--- config.mk ---
export PLATFORM = sky130hd
export DESIGN_NAME = vga_scan_gen
export DESIGN_NICKNAME = d
export VERILOG_FILES = /design/src/rtl/vga_timing_pkg.sv /design/src/rtl/vga_sync_delay.sv /design/src/rtl/vga_scan_gen.sv
export SDC_FILE = /design/constraint.sdc
export NUM_CORES = 1
export LEC_CHECK = 0
export ABC_AREA = 1
export BUFFER_PORTS_ARGS = -buffer_cell sky130_fd_sc_hd__buf_4
export CORE_MARGIN = 2
export CORE_UTILIZATION = 57
export CTS_CLUSTER_DIAMETER = 60
export CTS_CLUSTER_SIZE = 40
export DETAILED_ROUTE_END_ITERATION = 10
export HOLD_SLACK_MARGIN = 0.15
export PLACE_DENSITY = 0.93
export RECOVER_POWER = 50
export SLEW_MARGIN = 20
export SYNTH_ARGS = -nofsm -noshare
export SYNTH_HDL_FRONTEND = slang
export SYNTH_SLANG_ARGS = --single-unit
--- constraint.sdc ---
create_clock -name clk -period 4.1 [get_ports clk]
set_clock_uncertainty 0.15 [all_clocks]
set_input_delay 0.615 -clock clk [delete_from_list [all_inputs] [get_ports clk]]
set_output_delay 0.615 -clock clk [all_outputs]
set_load 0.01 [all_outputs]
--- src/rtl/vga_timing_pkg.sv ---
// VGA 640x480@60 timing constants and the sync/valid bundle carried through the delay pipeline.
package vga_timing_pkg;

  localparam int H_VIS  = 640;
  localparam int H_FP   = 16;
  localparam int H_SYNC = 96;
  localparam int H_BP   = 48;
  localparam int H_TOTAL      = H_VIS + H_FP + H_SYNC + H_BP;
  localparam int H_SYNC_START = H_VIS + H_FP;
  localparam int H_SYNC_END   = H_SYNC_START + H_SYNC - 1;

  localparam int V_VIS  = 480;
  localparam int V_FP   = 10;
  localparam int V_SYNC = 2;
  localparam int V_BP   = 33;
  localparam int V_TOTAL      = V_VIS + V_FP + V_SYNC + V_BP;
  localparam int V_SYNC_START = V_VIS + V_FP;
  localparam int V_SYNC_END   = V_SYNC_START + V_SYNC - 1;

  localparam int CNT_W = 10;
  localparam int RGB_W = 4;

  typedef struct packed {
    logic hs;
    logic vs;
    logic valid;
  } sync_t;

  // Idle pattern: syncs inactive (high), nothing visible.
  localparam sync_t SYNC_IDLE = '{hs: 1'b1, vs: 1'b1, valid: 1'b0};

endpackage

--- src/rtl/vga_sync_delay.sv ---
// DEPTH x WIDTH shift register with enable; async active-low clear loads RST_VAL into every stage.
module vga_sync_delay #(
  parameter int               DEPTH   = 2,
  parameter int               WIDTH   = 3,
  parameter logic [WIDTH-1:0] RST_VAL = '0
) (
  input  logic             clk,
  input  logic             rst,
  input  logic             en,
  input  logic [WIDTH-1:0] din,
  output logic [WIDTH-1:0] dout
);

  logic [DEPTH-1:0][WIDTH-1:0] stage;

  always_ff @(posedge clk or negedge rst) begin
    if (!rst) begin
      stage <= {DEPTH{RST_VAL}};
    end else if (en) begin
      stage[0] <= din;
      for (int i = 1; i < DEPTH; i++) stage[i] <= stage[i-1];
    end
  end

  assign dout = stage[DEPTH-1];

endmodule

--- src/rtl/vga_scan_gen.sv ---
// VGA raster scan generator: pixel-rate divider, H/V counters, sync/valid delay and RGB output register.
// Optional `VGA_FRAME_CNT_EN adds frame_start/frame_cnt for game-tick timing.
module vga_scan_gen #(
  parameter int CLK_DIV  = 4,
  parameter int PIPE_LAT = 2,
  parameter int H_VIS    = vga_timing_pkg::H_VIS,
  parameter int H_FP     = vga_timing_pkg::H_FP,
  parameter int H_SYNC   = vga_timing_pkg::H_SYNC,
  parameter int H_BP     = vga_timing_pkg::H_BP,
  parameter int V_VIS    = vga_timing_pkg::V_VIS,
  parameter int V_FP     = vga_timing_pkg::V_FP,
  parameter int V_SYNC   = vga_timing_pkg::V_SYNC,
  parameter int V_BP     = vga_timing_pkg::V_BP
) (
  input  logic        clk,
  input  logic        rst,
  input  logic [11:0] pix_data,
  output logic        pix_tick,
  output logic [9:0]  vga_h,
  output logic [9:0]  vga_v,
  output logic        valid,
  output logic        hsync,
  output logic        vsync,
  output logic [3:0]  vga_r,
  output logic [3:0]  vga_g,
  output logic [3:0]  vga_b
`ifdef VGA_FRAME_CNT_EN
  ,
  output logic        frame_start,
  output logic [15:0] frame_cnt
`endif
);
  import vga_timing_pkg::*;

  localparam int DIV_W = $clog2(CLK_DIV);
  localparam int H_TOT = H_VIS + H_FP + H_SYNC + H_BP;
  localparam int V_TOT = V_VIS + V_FP + V_SYNC + V_BP;
  localparam int H_SS  = H_VIS + H_FP;
  localparam int H_SE  = H_SS + H_SYNC - 1;
  localparam int V_SS  = V_VIS + V_FP;
  localparam int V_SE  = V_SS + V_SYNC - 1;

  logic [DIV_W-1:0]   div;
  logic               h_last, v_last, frame_wrap;
  sync_t              raw, dly;
  logic [3*RGB_W-1:0] rgb;

  // pix_tick is registered one count early so it is high while div == CLK_DIV-1.
  always_ff @(posedge clk or negedge rst) begin
    if (!rst) begin
      div      <= '0;
      pix_tick <= 1'b0;
    end else begin
      div      <= (div == DIV_W'(CLK_DIV-1)) ? '0 : div + 1'b1;
      pix_tick <= (div == DIV_W'(CLK_DIV-2));
    end
  end

  assign h_last = (vga_h == 10'(H_TOT-1));
  assign v_last = (vga_v == 10'(V_TOT-1));

  always_ff @(posedge clk or negedge rst) begin
    if (!rst) begin
      vga_h <= '0;
      vga_v <= '0;
    end else if (pix_tick) begin
      vga_h <= h_last ? '0 : vga_h + 10'd1;
      if (h_last) vga_v <= v_last ? '0 : vga_v + 10'd1;
    end
  end

  assign valid     = (vga_h < 10'(H_VIS)) && (vga_v < 10'(V_VIS));
  assign raw.hs    = !((vga_h >= 10'(H_SS)) && (vga_h <= 10'(H_SE)));
  assign raw.vs    = !((vga_v >= 10'(V_SS)) && (vga_v <= 10'(V_SE)));
  assign raw.valid = valid;

  // Matches the address-logic + ROM latency so sync lines up with returning colour.
  vga_sync_delay #(
    .DEPTH  (PIPE_LAT),
    .WIDTH  ($bits(sync_t)),
    .RST_VAL(SYNC_IDLE)
  ) u_dly (
    .clk (clk),
    .rst (rst),
    .en  (pix_tick),
    .din (raw),
    .dout(dly)
  );

  always_ff @(posedge clk or negedge rst) begin
    if (!rst) begin
      hsync <= 1'b1;
      vsync <= 1'b1;
      rgb   <= '0;
    end else if (pix_tick) begin
      hsync <= dly.hs;
      vsync <= dly.vs;
      rgb   <= dly.valid ? pix_data : '0;
    end
  end

  assign {vga_r, vga_g, vga_b} = rgb;
  assign frame_wrap = pix_tick && h_last && v_last;

`ifdef VGA_FRAME_CNT_EN
  assign frame_start = frame_wrap;

  always_ff @(posedge clk or negedge rst) begin
    if (!rst)            frame_cnt <= '0;
    else if (frame_wrap) frame_cnt <= frame_cnt + 16'd1;
  end
`else
  logic unused_frame_wrap;
  assign unused_frame_wrap = frame_wrap;
`endif

endmodule

## Yosys cells after proc, flatten, opt, wreduce, memory -nomap -nowiden

Cells that the tools add are included.

- Equality and inequality tests: 4
- Add/subtract/negate cells: 3
- Mux-type cells: 4
- Reductions and logical operators: 6
- $lt $le $gt $ge: 6

Operator list:

| cell | number |
|---|---|
| 10-bit by 1-bit adder with 10-bit output (second input constant) | 2 |
| 10-bit equality test (second input constant) | 2 |
| 10-bit two-way mux | 2 |
| 12-bit two-way mux | 1 |
| 10-bit >= comparator (second input constant) | 1 |
| 10-bit by 9-bit >= comparator with 1-bit output (second input constant) | 1 |
| 10-bit <= comparator (second input constant) | 1 |
| 10-bit by 9-bit <= comparator with 1-bit output (second input constant) | 1 |
| 10-bit less-than comparator (second input constant) | 1 |
| 10-bit by 9-bit less-than comparator with 1-bit output (second input constant) | 1 |
| 2-bit equality test (second input constant) | 2 |
| 1-bit logical AND | 3 |
| 2-bit by 1-bit adder with 2-bit output (second input constant) | 1 |
| 1-bit zero test | 2 |
| 2-bit two-way mux | 1 |
| 2-bit AND reduction | 1 |

- Register bits: 43
- Input port bits: 14
- Word-level logic and storage cells: 32
- Output and inout bits: 36

## Depth between registers and ports, before layout

Gate-level depths: netlist of the first run.

- Depth in word-level cells: 3
- Gate-level depth with buffers: 9
- Mapped depth without buffers: 9

## By module

From an unflattened synthesis of the first run, not the netlist that was laid out.

- Cell total of the unflattened synthesis: 272
- Area total of the unflattened synthesis: 2200.9 sq um

Modules (own cells, without submodules):

| module | cells an instance | instances | area each (sq um) |
|---|---|---|---|
| vga_scan_gen | 244 | 1 | 1951.9 |
| vga_sync_delay | 28 | 1 | 249.0 |

## Least setup slack after synthesis of the first run

Ideal clock, no wire load.

- Path type: register -> output
- From: register vga_v[5]
- To: output port valid
- Path slack: 2453 ps
- Required time: 3335 ps
- Buffers on the path: 1
- Stages on the path, launching flop included: 5
- Arrival: 882 ps
- Cell sequence: dfrtp_1 > buf_2 > nand2_1 > nor2_1 > nor2_1

- Cells in the longest elaborated chain, start to end: 2

Ends and longest elaborated chain:

| element | RTL line | text |
|---|---|---|
| start: declaration | vga_scan_gen.sv:20 | `output logic [9:0] vga_v,` |
| start signal: assignment | vga_scan_gen.sv:68 | `if (h_last) vga_v <= v_last ? '0 : vga_v + 10'd1;` |
| 10-bit by 9-bit less-than comparator with 1-bit output | vga_scan_gen.sv:72 | `assign valid = (vga_h < 10'(H_VIS)) && (vga_v < 10'(V_VIS));` |
| 1-bit logical AND | vga_scan_gen.sv:72 |  |
| end: declaration | vga_scan_gen.sv:21 | `output logic valid,` |

No other way between the ends.

==> summary by stage, run 1 <==
Outcome
The run finished, with violations left. The final reports fail on capacitance limit, slew limit.

Routing
The DRC violations left is 0. After the first detailed-routing iteration, the DRC count stood at 164. After detailed routing, the average wire length per cell comes to 12.7 µm. The antenna violation net count after detailed routing is 0. The count of vias placed by the detailed router is 1904.

The final wirelength is 4600 µm. The iteration count of the initial detailed-routing pass is 4. The ratio of routed vias to standard cells is 5.27.

Yosys
During synthesis, Yosys emitted a total of 0 warnings. Averaged over all synthesized cells, the footprint is 8.24 µm². In this run the cell area of the synthesized design comes to 0.00218 mm². Of all cell types, the one taking the most synthesized area is dfrtp_1.

Sequential elements use 49.6% of the synthesized area. Yosys attributes the largest share of cell area to dfrtp_1 42%, nand2_1 15%, dfstp_2 7.2%. The post-synth net total is 285. The instance count of the mapped netlist is 265. Synthesis instantiated 30 different standard cells from the library. The area share of the largest cell type after synthesis is 42.4%. In this run, synthesis produced a sequential element count of 43.

Power
The internal power of the cells totals 562 µW. The proportion of power drawn by the clock network is 35.4%. The sequential cell fraction of total power is 60.5%.

Across the VDD grid, the largest voltage drop is 0.228 mV. The total power per unit cell area is 278 mW/mm². The cell leakage power is 1.28 nW. The fraction of power consumed by combinational cells is 4.2%.

Net switching is 21.6% of the power. The switching power total is 155 µW.

Floorplanning
The die width is 65.9 µm. The floorplan step defined a die boundary enclosing 0.00434 mm². 50 I/O pins were placed.

The number of rows in the core area is 22. The core box area is 0.00366 mm². Once the floorplan was initialized, standard cells occupied 59.6% of the core. The height of the die is 65.9 µm.

Critical path
The critical path goes through clkbuf_1. The number of buffers and inverters on the critical path is 1. The worst setup path is captured at an asynchronous set/reset pin. Along the worst path, the maximum fanout reaches 43. The worst-path cell with the longest stage delay is clkbuf_1. The family with the most delay on the worst path is buffers and inverters.

The arrival time at the worst endpoint is 2.17 ns. The critical path startpoint category is an input port. The critical setup path kind is in2async.

The required time of the critical path is 3.90 ns. The biggest cell delay along the critical path is 1.53 ns.

Cells and area
The count of fill cells added during filler insertion is 307. The synthesis-to-layout area growth is 18.0%. The count of nets after finishing is 332. The fraction of final layout cells sized beyond drive strength 1 is 21.1%. After routing the design area is 0.00258 mm². The number of antenna diodes is 0.

Clock network
The clock passes through at most 2 buffers. The clock transition at the registers of the reported paths is 0.07 ns. The total setup buffers inserted after CTS is 0.

The clock tree from TritonCTS is yes. Counting every sink on the clock net gives 43. The clock tree root buffer cell is clkbuf_8. For the worst-skew pair, the clock arrives at the later sink with an insertion delay of 0.29 ns. The number of clock buffers added by TritonCTS is 5.

The count of instances resized after the clock tree is built is 0. The number of levels the H-tree was split into is 2. The count of hold buffers inserted by post-cts repair is 0.

Timing
The portion of the clock cycle consumed by the worst path in the final layout is 57.7%. Headroom to the max-slew limit came out at -46.2%. Counting I/O delays and the setup requirement, the final critical path takes 2.36 ns. The final setup slack of the worst path is 1.74 ns. The final count of hold timing violations came to 0. The total setup violations reported at the end of the flow is 0.

The final-report max-slew violation count is 44. Setup repair after global routing left no endpoint under its margin. For the pin with the worst max-slew slack, the measured transition is 2.19 ns. Timing would allow up to 423 MHz. On the final layout, the worst hold slack is 0.316 ns. The total negative setup slack is 0 ns.

Placement
At the placement stage, the worst setup path has a slack of 1.90 ns. The count of buffers added on input and output ports is 49. The routability-driven placement congestion ratio is 0.851. Detailed placement ended at an HPWL of 3380 µm. The cell area after placement is 0.00256 mm².

Min path
The kind of path behind the tightest hold check is reg2reg.

Global routing
The largest net degree at the start of global routing is 44. Global routing consumed, over all layers together, 23.4% of the routing resources. The wire length of the first global-routing pass is 7730 µm. The initial antenna violation count was 0. The total overflow left after global routing is 0. The number of global-route vias before repair is 1753.

Flow run
The tool flagged a number of max-cap violations equal to 1.
[layout make-up]
type | instances | area [µm²] | area share (%)
inverter | 26 | 100 | 3.89
clock inverter | 1 | 5.00 | 0.194
timing repair buffer | 49 | 319 | 12.4
clock buffer | 7 | 76.3 | 2.96
sequential | 43 | 1080 | 42.1
multi-input combinational | 187 | 932 | 36.2
tap | 48 | 60.1 | 2.33
[state kept, by name, summed over array words and instances (netlist names)]
name / cells
pix_tick: 1
u_dly.dout: 3
div: 2
rgb: 12
vsync: 1
vga_v: 10
vga_h: 10
hsync: 1
u_dly.stage: 3
[synth_stat cells]
cell type	instances
nand3_1	29
nand4_1	8
buf_6	1
dfstp_2	6
nor2_8	1
o21ai_2	4
nor2_1	20
nor3_2	1
buf_2	2
nor2_4	2
o21ai_0	7
inv_4	1
o21bai_1	1
or2_2	2
and3_1	1
a31oi_1	1
buf_4	1
nand2_2	5
dfrtp_1	37
nand2_1	85
nor3_1	4
xnor2_1	1
clkbuf_1	5
o21ai_1	3
inv_1	22
nand3_4	1
inv_2	3
xor2_1	4
ha_1	6
a21oi_1	1
[power by group through the flow]
stage               registers, mW  logic, mW  clock network [mW]
finish                      0.434     0.0298               0.254
global route                0.434     0.0343               0.274
CTS                         0.434     0.0360               0.255
detailed placement          0.442     0.0359                   0
global placement            0.442     0.0351                   0
floorplan                   0.444    0.00471                   0
[routing by layer]
metal | track usage, % | share of wire, % | vias up
met4 | 8.33 | 1.7 | 0
met2 | 40.8 | 52 | 49
li1 | - | - | 937
met5 | 0 | 0 | -
met3 | 4.77 | 4.3 | 10
met1 | 28.5 | 42 | 908
[metrics by stage]
stage	utilization [%]	std cells	power [mW]
4_1_cts	72.2	361	0.725
5_1_grt	70.4	361	0.742
2_1_floorplan	-	265	0.449
3_5_place_dp	70.0	353	0.478
3_3_place_gp	70.0	353	0.477
6_report	70.4	361	0.717
[kinds of logic after synthesis]
kind of cell / Yosys count / synth area share [%]
DFF: 43 / 49.6
adders and majority gates: 6 / 3.44
and+or+nand+nor: 159 / 33.4
buffers and inverters: 35 / 6.76
AOI/OAI and AO/OA: 17 / 4.76
xor gates and xnor gates: 5 / 2.01
[final timing paths]
check,endpoint,start,slack [ns],depth (start not counted)
worst min register to register,hsync$_DFFE_PN1P_,u_dly.dout[2]$_DFFE_PN1P_,0.32,2
min in group asynchronous,vga_h[0]$_DFFE_PN0P_,rst,0.81,1
worst max-delay path,div[0]$_DFF_PN0_,rst,1.74,1
worst min-delay path,hsync$_DFFE_PN1P_,u_dly.dout[2]$_DFFE_PN1P_,0.32,2
max in group clk,vga_h[7]$_DFFE_PN0P_,pix_tick$_DFF_PN0_,1.84,6
worst max register to register,vga_h[7]$_DFFE_PN0P_,pix_tick$_DFF_PN0_,1.84,6
[cells in the final DEF, fill, tap and decap left out, drive strengths merged]
| cell | n |
|---|---|
| or2 | 2 |
| inv | 26 |
| clkinv | 1 |
| nand2 | 90 |
| dfrtp | 37 |
| nor3 | 5 |
| xnor2 | 1 |
| ha | 6 |
| clkbuf | 20 |
| and3 | 1 |
| o21ai | 14 |
| nor2 | 23 |
| nand4 | 8 |
| buf | 36 |
| xor2 | 4 |
| o21bai | 1 |
| a31oi | 1 |
| a21oi | 1 |
| nand3 | 30 |
| dfstp | 6 |
[tightest hold or removal path, delay by kind of cell, from the launching register on]
family,cells,cell delay (ns)
DFF,1,0.37
and+or+nand+nor,2,0.10
Note: power is estimated with default switching activity, not from simulation.
==> inputs of run 2 (changes only) <==
--- a/config.mk
+++ b/config.mk
@@ -8,12 +8,12 @@
 export ABC_AREA = 1
 export BUFFER_PORTS_ARGS = -buffer_cell sky130_fd_sc_hd__buf_4
 export CORE_MARGIN = 2
-export CORE_UTILIZATION = 57
+export CORE_UTILIZATION = 48
 export CTS_CLUSTER_DIAMETER = 60
 export CTS_CLUSTER_SIZE = 40
 export DETAILED_ROUTE_END_ITERATION = 10
 export HOLD_SLACK_MARGIN = 0.15
-export PLACE_DENSITY = 0.93
+export PLACE_DENSITY = 0.84
 export RECOVER_POWER = 50
 export SLEW_MARGIN = 20
 export SYNTH_ARGS = -nofsm -noshare
==> constraint.sdc (replaced) <==
create_clock -name clk -period 2 [get_ports clk]
set_clock_uncertainty 0.15 [all_clocks]
set_input_delay 0.3 -clock clk [delete_from_list [all_inputs] [get_ports clk]]
set_output_delay 0.3 -clock clk [all_outputs]
set_load 0.01 [all_outputs]
==> run 2 against run 1 <==
- the flow now finishes without violations
- non-clock buffer count is 15 higher
- final area is 8.5% higher
- register-to-register slack worse by 1.6 ns
- via count is 2.2% higher
- global-route usage is 3.3 points lower
- largest cell class unchanged
- highest routed layer unchanged
==> summary by stage, run 2 (synthesis gave the netlist of run 1 again) <==
Routing
The final wirelength is 4820 µm. In the final routed layout, each cell accounts on average for 12.7 µm. The first routing iteration left 157 violations.

The iteration count of the initial detailed-routing pass is 4. After detailed routing, the number of remaining DRC violations is 0. The ratio of routed vias to standard cells is 5.12. For this block, the via count after detailed routing is 1946.

The antenna violation net count after detailed routing is 0.

Clock network
The cell sitting at the root of the clock tree is a clkbuf_8. Clock latency on the worst-skew pair, taken at its later pin, is 0.30 ns. TritonCTS built the clock tree.

Buffers inserted to repair hold after CTS numbered 13. The number of levels the H-tree was split into is 2. Counting the buffers created by CTS gives 5. The total setup buffers inserted after CTS is 0. Counting every sink on the clock net gives 43. In this run, post-CTS repair resized a total of 0 instances. After clock tree synthesis, the clock-pin slew on the worst setup and hold paths is 0.08 ns. In this run the deepest clock path goes through 2 buffers.

Timing
The final critical path takes up 91.3% of the cycle. The final-report max-slew violation count is 0. The slew at the pin closest to its max-slew limit is 1.04 ns. The total setup violations reported at the end of the flow is 0. The worst slew margin relative to its limit is 30.8%.

The total negative setup slack is 0 ns. Setup repair after global routing left no endpoint under its margin. The final count of hold timing violations is 0. The smallest clock period supported by the final layout is computed as 1.83 ns. The final hold slack is 0.311 ns. For this run, the top clock speed supported by timing is 548 MHz.

Placement
Once detailed placement completed, the half-perimeter wirelength came to 3310 µm. The count of buffers added on input and output ports is 49. The routability-driven placement congestion ratio is 0.934.

Critical path
Measured in cells, the most critical reg-to-reg path has a length of 3. In this design, the stage delay of the slowest critical-path cell is 0.51 ns. STA classifies the critical path startpoint as a flip-flop. The kind of cell with the highest combined delay along the critical path is flip-flops. The required time of the critical path is 1.55 ns. Counting buffers and inverters, the worst setup path is 4 cells deep. The signal on the critical path passes through nand2_1, nor2_1, nor2_1, buf_4.

The most used cell along the critical path is nor2_1. Along the worst path, the maximum fanout reaches 7. The worst-path cell with the longest stage delay is dfrtp_1.

The critical setup path kind is reg2out. The endpoint class of the critical path is an output pin. At the worst endpoint, the arrival time is 1.38 ns. The number of buffers and inverters on the critical path is 1.

Power
Overall power consumption after layout is estimated at 1.55 mW. Power spread over the standard cell area amounts to 553 mW/mm². The analysis attributes to cell leakage a power of 1.38 nW. The peak ir drop on the vdd network is 0.309 mV.

Min path
The cell depth of the worst min-delay path is 1. The kind of path behind the tightest hold check is reg2reg.

Floorplanning
The die area is 0.00510 mm². The die width is 71.4 µm. The effective utilization at floorplan is 50.1%. The height of the die is 71.4 µm. 50 I/O pins were placed. The core box area is 0.00435 mm². The number of rows in the core area is 24.

Outcome
The run finished with clean final reports.

Cells and area
The register with the most flip-flops in the layout has 12 of them. Cells fill 64.2% of the core in the end. Leaving out fill and tap cells, the most frequent cells in the layout are 85 x nand2_1, 49 x buf_4, 37 x dfrtp_1.

In the final layout, the registers with the most flip-flops are rgb (12), vga_h (10), vga_v (10). Counting flops per register, the top entry is rgb. 0 antenna diodes ended up in the layout. The library cell used most frequently in the layout, excluding fill and tap cells, is nand2_1. The filler cells instantiated in the layout total 367. Compared with the post-synthesis result, the final layout area differs by 28.1%.

For this run, the post-layout net count is 347. Cells with a size suffix above 1 make up 25.3% of the layout.

Flow run
The number of maximum-capacitance constraint violations is 0.

Global routing
The global routing usage summed across all routing layers is 20.1%. The largest net degree at the start of global routing is 44. The number of global-route vias before repair is 1809. The leftover overflow at the end of global routing is 0. The initial antenna violation count is 0. The first global-routing pass estimated 8000 µm of wire.
==> run 2: cell types whose count changed in the layout (fill, tap and decap cells not counted), sizes merged <==
cell and change:
buf +13, clkbuf -13, clkinvlp +2, dlygate4sd3 +13
==> run 2: layer usage <==
layer  vias up  track usage [%]  part of all wire [%]
li1        964                -                     -
met1       904             26.2                    44
met2        65             31.3                    48
met3        13             3.94                   5.8
met4         0             11.5                   3.0
met5         -                0                     0
==> run 2: layout make-up <==
type | count | area [µm²] | area share [%]
clock buffer | 5 | 68.8 | 2.46
clock inverter | 3 | 20.0 | 0.716
inverter | 26 | 100 | 3.58
multi-input combinational | 187 | 952 | 34.0
sequential | 43 | 1080 | 38.7
tap | 52 | 65.1 | 2.33
timing repair buffer | 64 | 507 | 18.1
==> run 2: final timing paths <==
| path | from | end | slack [ns] |
|---|---|---|---|
| setup / recovery | vga_v[6]$_DFFE_PN0P_ | valid | 0.17 |
| hold / removal | div[0]$_DFF_PN0_ | div[0]$_DFF_PN0_ | 0.31 |
| setup reg to reg | pix_tick$_DFF_PN0_ | u_dly.stage[1]$_DFFE_PN1P_ | 0.27 |
| hold reg to reg | div[0]$_DFF_PN0_ | div[0]$_DFF_PN0_ | 0.31 |
| max in group asynchronous | rst | rgb[9]$_DFFE_PN0P_ | 0.51 |
| min in group asynchronous | rst | rgb[7]$_DFFE_PN0P_ | 0.56 |
==> run 2: where the power goes <==
part / switching (mW) / internal, mW / leakage, nW
sequential: 0.00664 / 0.882 / 0.527
clock: 0.322 / 0.243 / 0.0402
combinational: 0.0413 / 0.0518 / 0.812
total: 0.369 / 1.18 / 1.38
==> run 2: stage by stage <==
step / setup WS, ns / area [µm²] / instances
finish: 0.174 / 2800 / 380
global route: 0.0684 / 2800 / 380
CTS: 0.162 / 2800 / 380
detailed placement: 0.361 / 2580 / 359
global placement: 0.404 / 2580 / 359
floorplan: 0.414 / 2180 / 265
